--- config.mk ---
export PLATFORM = sky130hd
export DESIGN_NAME = adder_stream_acc_flat
export DESIGN_NICKNAME = d
export VERILOG_FILES = /design/src/rtl/adder_stream_acc_if.sv /design/src/rtl/adder_stream_acc.sv /design/src/flat_wrapper.sv
export SDC_FILE = /design/constraint.sdc
export NUM_CORES = 1
export LEC_CHECK = 0
export CAP_MARGIN = 15
export CORE_UTILIZATION = 40
export DETAILED_ROUTE_END_ITERATION = 10
export PLACE_DENSITY = 0.7
export SLEW_MARGIN = 10
export SYNTH_ARGS = -nofsm -noshare
export SYNTH_HDL_FRONTEND = slang
export SYNTH_SLANG_ARGS = --single-unit
--- constraint.sdc ---
create_clock -name clk -period 2.5 [get_ports clk]
set_clock_uncertainty 0.15 [all_clocks]
set_input_delay 0.375 -clock clk [delete_from_list [all_inputs] [get_ports clk]]
set_output_delay 0.375 -clock clk [all_outputs]
set_load 0.03 [all_outputs]
--- src/rtl/adder_stream_acc_if.sv ---
// Valid/ready stream bundle for adder_stream_acc: operand beats in, frame results out.
// The slave modport is the accumulator's view; the master modport is the producer/consumer side.
interface adder_stream_acc_if #(
    parameter int WIDTH = 7,
    parameter int CNT_W = 4
);
    logic             in_valid;
    logic             in_ready;
    logic [WIDTH-1:0] in_data;
    logic             in_last;
    logic             out_valid;
    logic             out_ready;
    logic [WIDTH-1:0] out_sum;
    logic [CNT_W-1:0] out_carries;
    logic             out_sat;

    modport slave (
        input  in_valid,
        input  in_data,
        input  in_last,
        input  out_ready,
        output in_ready,
        output out_valid,
        output out_sum,
        output out_carries,
        output out_sat
    );

    modport master (
        output in_valid,
        output in_data,
        output in_last,
        output out_ready,
        input  in_ready,
        input  out_valid,
        input  out_sum,
        input  out_carries,
        input  out_sat
    );
endinterface

--- src/rtl/adder_stream_acc.sv ---
// Streaming frame accumulator: sums each in_last-delimited frame through one combinational
// adder and presents the modular sum plus a saturating carry count on a held output.

module adder #(
    parameter int WIDTH = 7
) (
    input  logic [WIDTH-1:0] a,
    input  logic [WIDTH-1:0] b,
    output logic [WIDTH-1:0] s,
    output logic             cout
);
    assign {cout, s} = {1'b0, a} + {1'b0, b};
endmodule

module adder_stream_acc_chk #(
    parameter int CNT_W = 4
) (
    input logic             clk,
    input logic             rst,
    input logic             in_ready,
    input logic             out_valid,
    input logic [CNT_W-1:0] cnt,
    input logic             sat
);
    localparam logic [CNT_W-1:0] CNT_MAX = {CNT_W{1'b1}};

    a_no_ready_while_holding: assert property (@(posedge clk) disable iff (rst)
        out_valid |-> !in_ready);

    a_sat_only_at_max: assert property (@(posedge clk) disable iff (rst)
        sat |-> (cnt == CNT_MAX));
endmodule

module adder_stream_acc #(
    parameter int WIDTH = 7,
    parameter int CNT_W = 4
) (
    input logic                clk,
    input logic                rst,
    adder_stream_acc_if.slave  bus
);
    localparam logic [CNT_W-1:0] CNT_MAX  = {CNT_W{1'b1}};
    localparam logic [CNT_W-1:0] CNT_ONE  = {{(CNT_W-1){1'b0}}, 1'b1};
    localparam logic [CNT_W-1:0] CNT_ZERO = {CNT_W{1'b0}};
    localparam logic [WIDTH-1:0] ACC_ZERO = {WIDTH{1'b0}};

    typedef enum logic [0:0] {
        ST_ACC  = 1'b0,
        ST_DONE = 1'b1
    } state_t;

    state_t           state_r;
    logic [WIDTH-1:0] acc_r;
    logic [CNT_W-1:0] cnt_r;
    logic             sat_r;
    logic             out_valid_r;

    logic [WIDTH-1:0] sum_s;
    logic             cout_s;
    logic             in_ready_s;
    logic             accept_s;

    adder #(.WIDTH(WIDTH)) u_adder (
        .a    (acc_r),
        .b    (bus.in_data),
        .s    (sum_s),
        .cout (cout_s)
    );

    // Ready is a pure decode of state and reset so out_ready never reaches it.
    assign in_ready_s = (state_r == ST_ACC) && !rst;
    assign accept_s   = bus.in_valid && in_ready_s;

    // Frame FSM with accumulator, carry counter and result registers.
    always_ff @(posedge clk) begin
        if (rst) begin
            state_r     <= ST_ACC;
            acc_r       <= ACC_ZERO;
            cnt_r       <= CNT_ZERO;
            sat_r       <= 1'b0;
            out_valid_r <= 1'b0;
        end else begin
            case (state_r)
                ST_ACC: begin
                    if (accept_s) begin
                        acc_r <= sum_s;
                        if (cout_s) begin
                            if (cnt_r != CNT_MAX) begin
                                cnt_r <= cnt_r + CNT_ONE;
                            end else begin
                                sat_r <= 1'b1;
                            end
                        end
                        if (bus.in_last) begin
                            state_r     <= ST_DONE;
                            out_valid_r <= 1'b1;
                        end
                    end
                end
                ST_DONE: begin
                    if (bus.out_ready) begin
                        state_r     <= ST_ACC;
                        acc_r       <= ACC_ZERO;
                        cnt_r       <= CNT_ZERO;
                        sat_r       <= 1'b0;
                        out_valid_r <= 1'b0;
                    end
                end
                default: begin
                    state_r     <= ST_ACC;
                    acc_r       <= ACC_ZERO;
                    cnt_r       <= CNT_ZERO;
                    sat_r       <= 1'b0;
                    out_valid_r <= 1'b0;
                end
            endcase
        end
    end

    assign bus.in_ready    = in_ready_s;
    assign bus.out_valid   = out_valid_r;
    assign bus.out_sum     = acc_r;
    assign bus.out_carries = cnt_r;
    assign bus.out_sat     = sat_r;

    adder_stream_acc_chk #(.CNT_W(CNT_W)) u_chk (
        .clk       (clk),
        .rst       (rst),
        .in_ready  (in_ready_s),
        .out_valid (out_valid_r),
        .cnt       (cnt_r),
        .sat       (sat_r)
    );
endmodule

--- src/flat_wrapper.sv ---
// flat-port wrapper written by rule: the top's interface ports become plain ports
module adder_stream_acc_flat 
#(
    parameter int WIDTH = 7,
    parameter int CNT_W = 4
)
  (clk, rst, bus_in_valid, bus_in_data, bus_in_last, bus_out_ready, bus_in_ready, bus_out_valid, bus_out_sum, bus_out_carries, bus_out_sat);
  adder_stream_acc_if #(.WIDTH(WIDTH), .CNT_W(CNT_W)) bus_i ();
  input logic clk;
  input logic rst;
  input wire logic [$bits(bus_i.in_valid)-1:0] bus_in_valid;
  input wire logic [$bits(bus_i.in_data)-1:0] bus_in_data;
  input wire logic [$bits(bus_i.in_last)-1:0] bus_in_last;
  input wire logic [$bits(bus_i.out_ready)-1:0] bus_out_ready;
  output wire logic [$bits(bus_i.in_ready)-1:0] bus_in_ready;
  output wire logic [$bits(bus_i.out_valid)-1:0] bus_out_valid;
  output wire logic [$bits(bus_i.out_sum)-1:0] bus_out_sum;
  output wire logic [$bits(bus_i.out_carries)-1:0] bus_out_carries;
  output wire logic [$bits(bus_i.out_sat)-1:0] bus_out_sat;
  assign bus_i.in_valid = bus_in_valid;
  assign bus_i.in_data = bus_in_data;
  assign bus_i.in_last = bus_in_last;
  assign bus_i.out_ready = bus_out_ready;
  assign bus_in_ready = bus_i.in_ready;
  assign bus_out_valid = bus_i.out_valid;
  assign bus_out_sum = bus_i.out_sum;
  assign bus_out_carries = bus_i.out_carries;
  assign bus_out_sat = bus_i.out_sat;
  adder_stream_acc #(.WIDTH(WIDTH), .CNT_W(CNT_W)) u_core (.clk(clk), .rst(rst), .bus(bus_i));
endmodule
== Yosys cells after proc, flatten, opt, wreduce, memory -nomap -nowiden ==
Cells that the tools add are included.
Word-level totals
  flip-flop bits (word level): 14
  word-level logic and storage cells: 42
Cells by class
  add/sub/neg operators: 2
  equality and inequality tests: 7
  multiplexer cells: 20
  bitwise gates (word level): 1
  reductions and logical operators: 7
Operator list (number)
  $mux W4: 4
  $mux W7: 2
  $pmux W7 S2: 1
  $mux W1: 9
  $add A7 B7 Y8: 1
  $ne A2 B2 Y1 const B: 4
  $pmux W4 S2: 1
  $reduce_and A4 Y1: 2
  $pmux W1 S2: 3
  $add A4 B1 Y4 const B: 1
  $ne A2 B1 Y1 const B: 2
  $ne A4 B4 Y1 const B: 1
  $reduce_and A3 Y1: 1
  $logic_and A1 B1 Y1: 2
  $reduce_and A2 Y1: 1
  $logic_not A1 Y1: 1
  $not A1 Y1: 1

== Longest topological paths before layout ==
  depth in word-level cells: 5
  gate-level depth with buffers: 8

== By module ==
From an unflattened synthesis, not the netlist that was laid out.
Unflattened totals
  cell total of the unflattened synthesis: 103
  area total of the unflattened synthesis: 904.6 µm²
By module, submodules not included
  adder_stream_acc: times used 1, cells an instance 66, area an instance 618.1 µm², sequential area each 280.3 µm²
  adder: times used 1, cells an instance 37, area an instance 286.5 µm², sequential area each 0.0 µm²

== Worst setup path after synthesis ==
OpenSTA, ideal clock, no wires.
  path kind: register to register
  from: reg u_core.acc_r[0] (netlist: u_core.bus.out_sum[0])
  to: reg u_core.acc_r[6] (netlist: u_core.bus.out_sum[6])
  library setup time: 0.117 ns
  data arrival time: 1.824 ns
  required time: 2.233 ns
  slack: 0.409 ns
  cell stages (with the launch flop): 9
  cell sequence: dfxtp_1 > ha_1 > inv_1 > fa_1 > nor2b_1 > o21ai_0 > a21oi_1 > o21ai_0 > a32o_1
Between the ends
  word-level cells in the longest chain between the ends: 3
RTL lines
  start, declared: line adder_stream_acc.sv:53  | logic [WIDTH-1:0] acc_r;
  start signal, assigned: line adder_stream_acc.sv:86  | acc_r <= sum_s;
  $add A7 B7 Y8: line adder_stream_acc.sv:12  | assign {cout, s} = {1'b0, a} + {1'b0, b};
  $mux W7: line adder_stream_acc.sv:85  | if (accept_s) begin
  $pmux W7 S2: line adder_stream_acc.sv:83  | case (state_r)
No other way between the ends. The select of a mux whose other input is x is not followed.
A chain may end at the register's enable or synchronous reset.

== Final worst setup path ==
  from: in rst
  to: out bus_in_ready
Between the ends
  word-level cells in the longest chain between the ends: 2
RTL lines
  start, declared: line flat_wrapper.sv:10  | input logic rst;
  $logic_not A1 Y1: line adder_stream_acc.sv:71  | assign in_ready_s = (state_r == ST_ACC) && !rst;
  $logic_and A1 B1 Y1: line adder_stream_acc.sv:71
  end, declared: line flat_wrapper.sv:15  | output wire logic [$bits(bus_i.in_ready)-1:0] bus_in_ready;
No other way between the ends.

==> metrics <==
run status=complete, no violations; Hold Vio Cnt, Final=0; fill count=182; Initial Utilization=0.429; Slew @ Worst Pin=378 ps; all-layer global routing usage=0.178; CP startpoint=rst; pre-CTS setup slack=-10.4 ps; Final Max Slew Viols=0; via count=814; Top FF cell, synth=dfxtp_1; Final Worst Setup Slack=264 ps; Setup Viol. Count Final=0; critical path class=in2out; antenna viol nets, final=0; MaxCap Viol Count=0; Setup crit end kind=output port; count leader, synth=dfxtp_1; full die area=2310 sq um; area of the multi-input gates=542 sq um; Synth Instances=99; Residual DRC=0; CTS tree=built; final worst-path cycle share=0.894; Worst R2R Start=u_core.bus.out_sum[0]; vias per inst=5.18; total CTS buffers=3; DR WL/cell=11.5 um; port bufs=25; ant diodes=0; die width=48.1 um; CTS Hold Bufs=0; WHS Endpoint=u_core.bus.out_sat; Reg clk slew, reported paths=90 ps; #FFs+latches synth=14; Yosys warning count=0; hpwl dp=1.42 mm; Clk Latency, worst-skew pair=270 ps; critical path fanouts, max=5; gr ovfl total=0; CTS root buf=clkbuf_4; # Post-CTS Setup Buffers=0; Synth Area per Inst=8.58 sq um; placer congestion estimate=0.823; WL final=1.81 mm; Final Critical Period=2240 ps; clk sink count=14; Worst Setup Start Kind=input pin; RSZ-0062 raised after global routing=no; htree depth=1; top cells by area, synth=dfxtp_1 (33%), ha_1 (12%), nor2_1 (5.7%); R2R Setup Slk=450 ps; Row Count=16; number of global-route vias before repair=725; Area Growth Syn to Fin=40.2%; WHS Path Cells=1; Netlist cell types=34; syn_nets=120; worst hold start=u_core.bus.out_sat; nets=152; Netlist Area Pre-Place=850 sq um; Worst Path Arrival=1710 ps; Slew HR=0.748; Critical Path RT=1980 ps; Core Area=1980 sq um; layout cells sized above 1=0.100; worst-case reg-to-reg path depth=8; Synth top cells by count=dfxtp_1 (14), nor2_1 (13), a21oi_1 (8), ha_1 (8), o21ai_0 (7); first-pass GRT wire length=2.89 mm; Yosys top cell by area=dfxtp_1; maximum clock path buffer count=2; PwrDens=530 nW/um^2; Fmax=447 MHz; ys async rst share=0; EDFF count, synth=0; largest net degree at the start of global routing=14; I/O pin count=26; worst vdd ir=0.000268 V; worst hold path class=reg2reg; initial antenna violation count=0; drt pass-1 iters=6; register area share after synthesis=0.330; post_cts resized=0; die height=48.1 um; Synth top area share=0.330; Reg area=280 sq um; R2R Path End=u_core.bus.out_sum[6]; Hold WS=323 ps; DRT iter0 DRCs=7; LEAKAGE=0.474 nW
[logic make-up after synthesis]
family	after synthesis	share of synthesized area
AND/OR/NAND/NOR	35	0.212
adder cells (fa/ha/maj)	9	0.141
flip-flops	14	0.330
AO/OA/AOI/OAI	30	0.243
buffers and inverters	7	0.0324
XOR/XNOR	4	0.0412
[report_power, final]
part / internal [mW] / leakage (nW) / switching [mW] / total [mW]
registers: 0.239 / 0.114 / 0.0154 / 0.255
clock network: 0.0884 / 0.0210 / 0.0759 / 0.164
logic: 0.105 / 0.339 / 0.108 / 0.213
total: 0.433 / 0.474 / 0.199 / 0.632
[through the flow]
step | power (mW) | instances | utilization | instance area, sq um | TNS, ps
after floorplan | 0.394 | 99 | - | 850 | 0
after global placement | 0.471 | 153 | 0.583 | 1150 | 0
after detailed placement | 0.473 | 153 | 0.583 | 1150 | -10.4
after CTS | 0.638 | 157 | 0.601 | 1190 | 0
after global routing | 0.669 | 157 | 0.601 | 1190 | 0
final | 0.632 | 157 | 0.601 | 1190 | 0
[cells in the final DEF (no fill, tap or decap), types with 2 or more instances in the layout]
cell and n:
clkdlybuf4s50_1 25, xnor2_1 3, nand3_1 2, nand2_1 4, o21ai_0 7, nor2b_1 3
nand2b_1 3, dfxtp_1 14, buf_4 4, a21oi_1 8, nor2_1 13, ha_1 8
clkbuf_4 3, inv_1 5, nor3_1 3, or4_1 2, a22o_1 4
[critical path, stage by stage]
cell and delay, ps:
clkdlybuf4s50_1 520, nor2_1 140, clkdlybuf4s50_1 670
[final cells by class]
cell class	instances	share of cell area
Sequential cell	14	0.235
Clock buffer	4	0.0305
Multi-Input combinational cell	78	0.455
Tap cell	27	0.0284
Timing Repair Buffer	29	0.235
Inverter	5	0.0158
[how the worst max path moves through the flow]
stage | end | slack (ps) | cells after the start
after floorplan | u_core.bus.out_sum[6] | 410 | 8
after global placement | u_core.bus.out_sum[6] | 4 | 9
after detailed placement | u_core.bus.out_sum[6] | -10 | 9
after CTS | bus_in_ready | 260 | 3
after global routing | u_core.bus.out_sum[6] | 150 | 9
final | bus_in_ready | 260 | 3
[routing by layer]
metal | vias up | GRT usage | share of wire
met5 | - | 0 | 0
met4 | 0 | 0.0444 | 0
met3 | 0 | 0.0377 | 0.048
met2 | 20 | 0.327 | 0.49
met1 | 375 | 0.208 | 0.46
li1 | 419 | - | -
[sequential cells by signal (all words and copies together) (netlist names)]
| name | cells |
|---|---|
| u_core.bus.out_carries | 4 |
| u_core.state_r | 1 |
| u_core.bus.out_sat | 1 |
| u_core.bus.out_sum | 7 |
| u_core.bus.out_valid | 1 |
No activity file was read; power rests on OpenSTA's default activity.
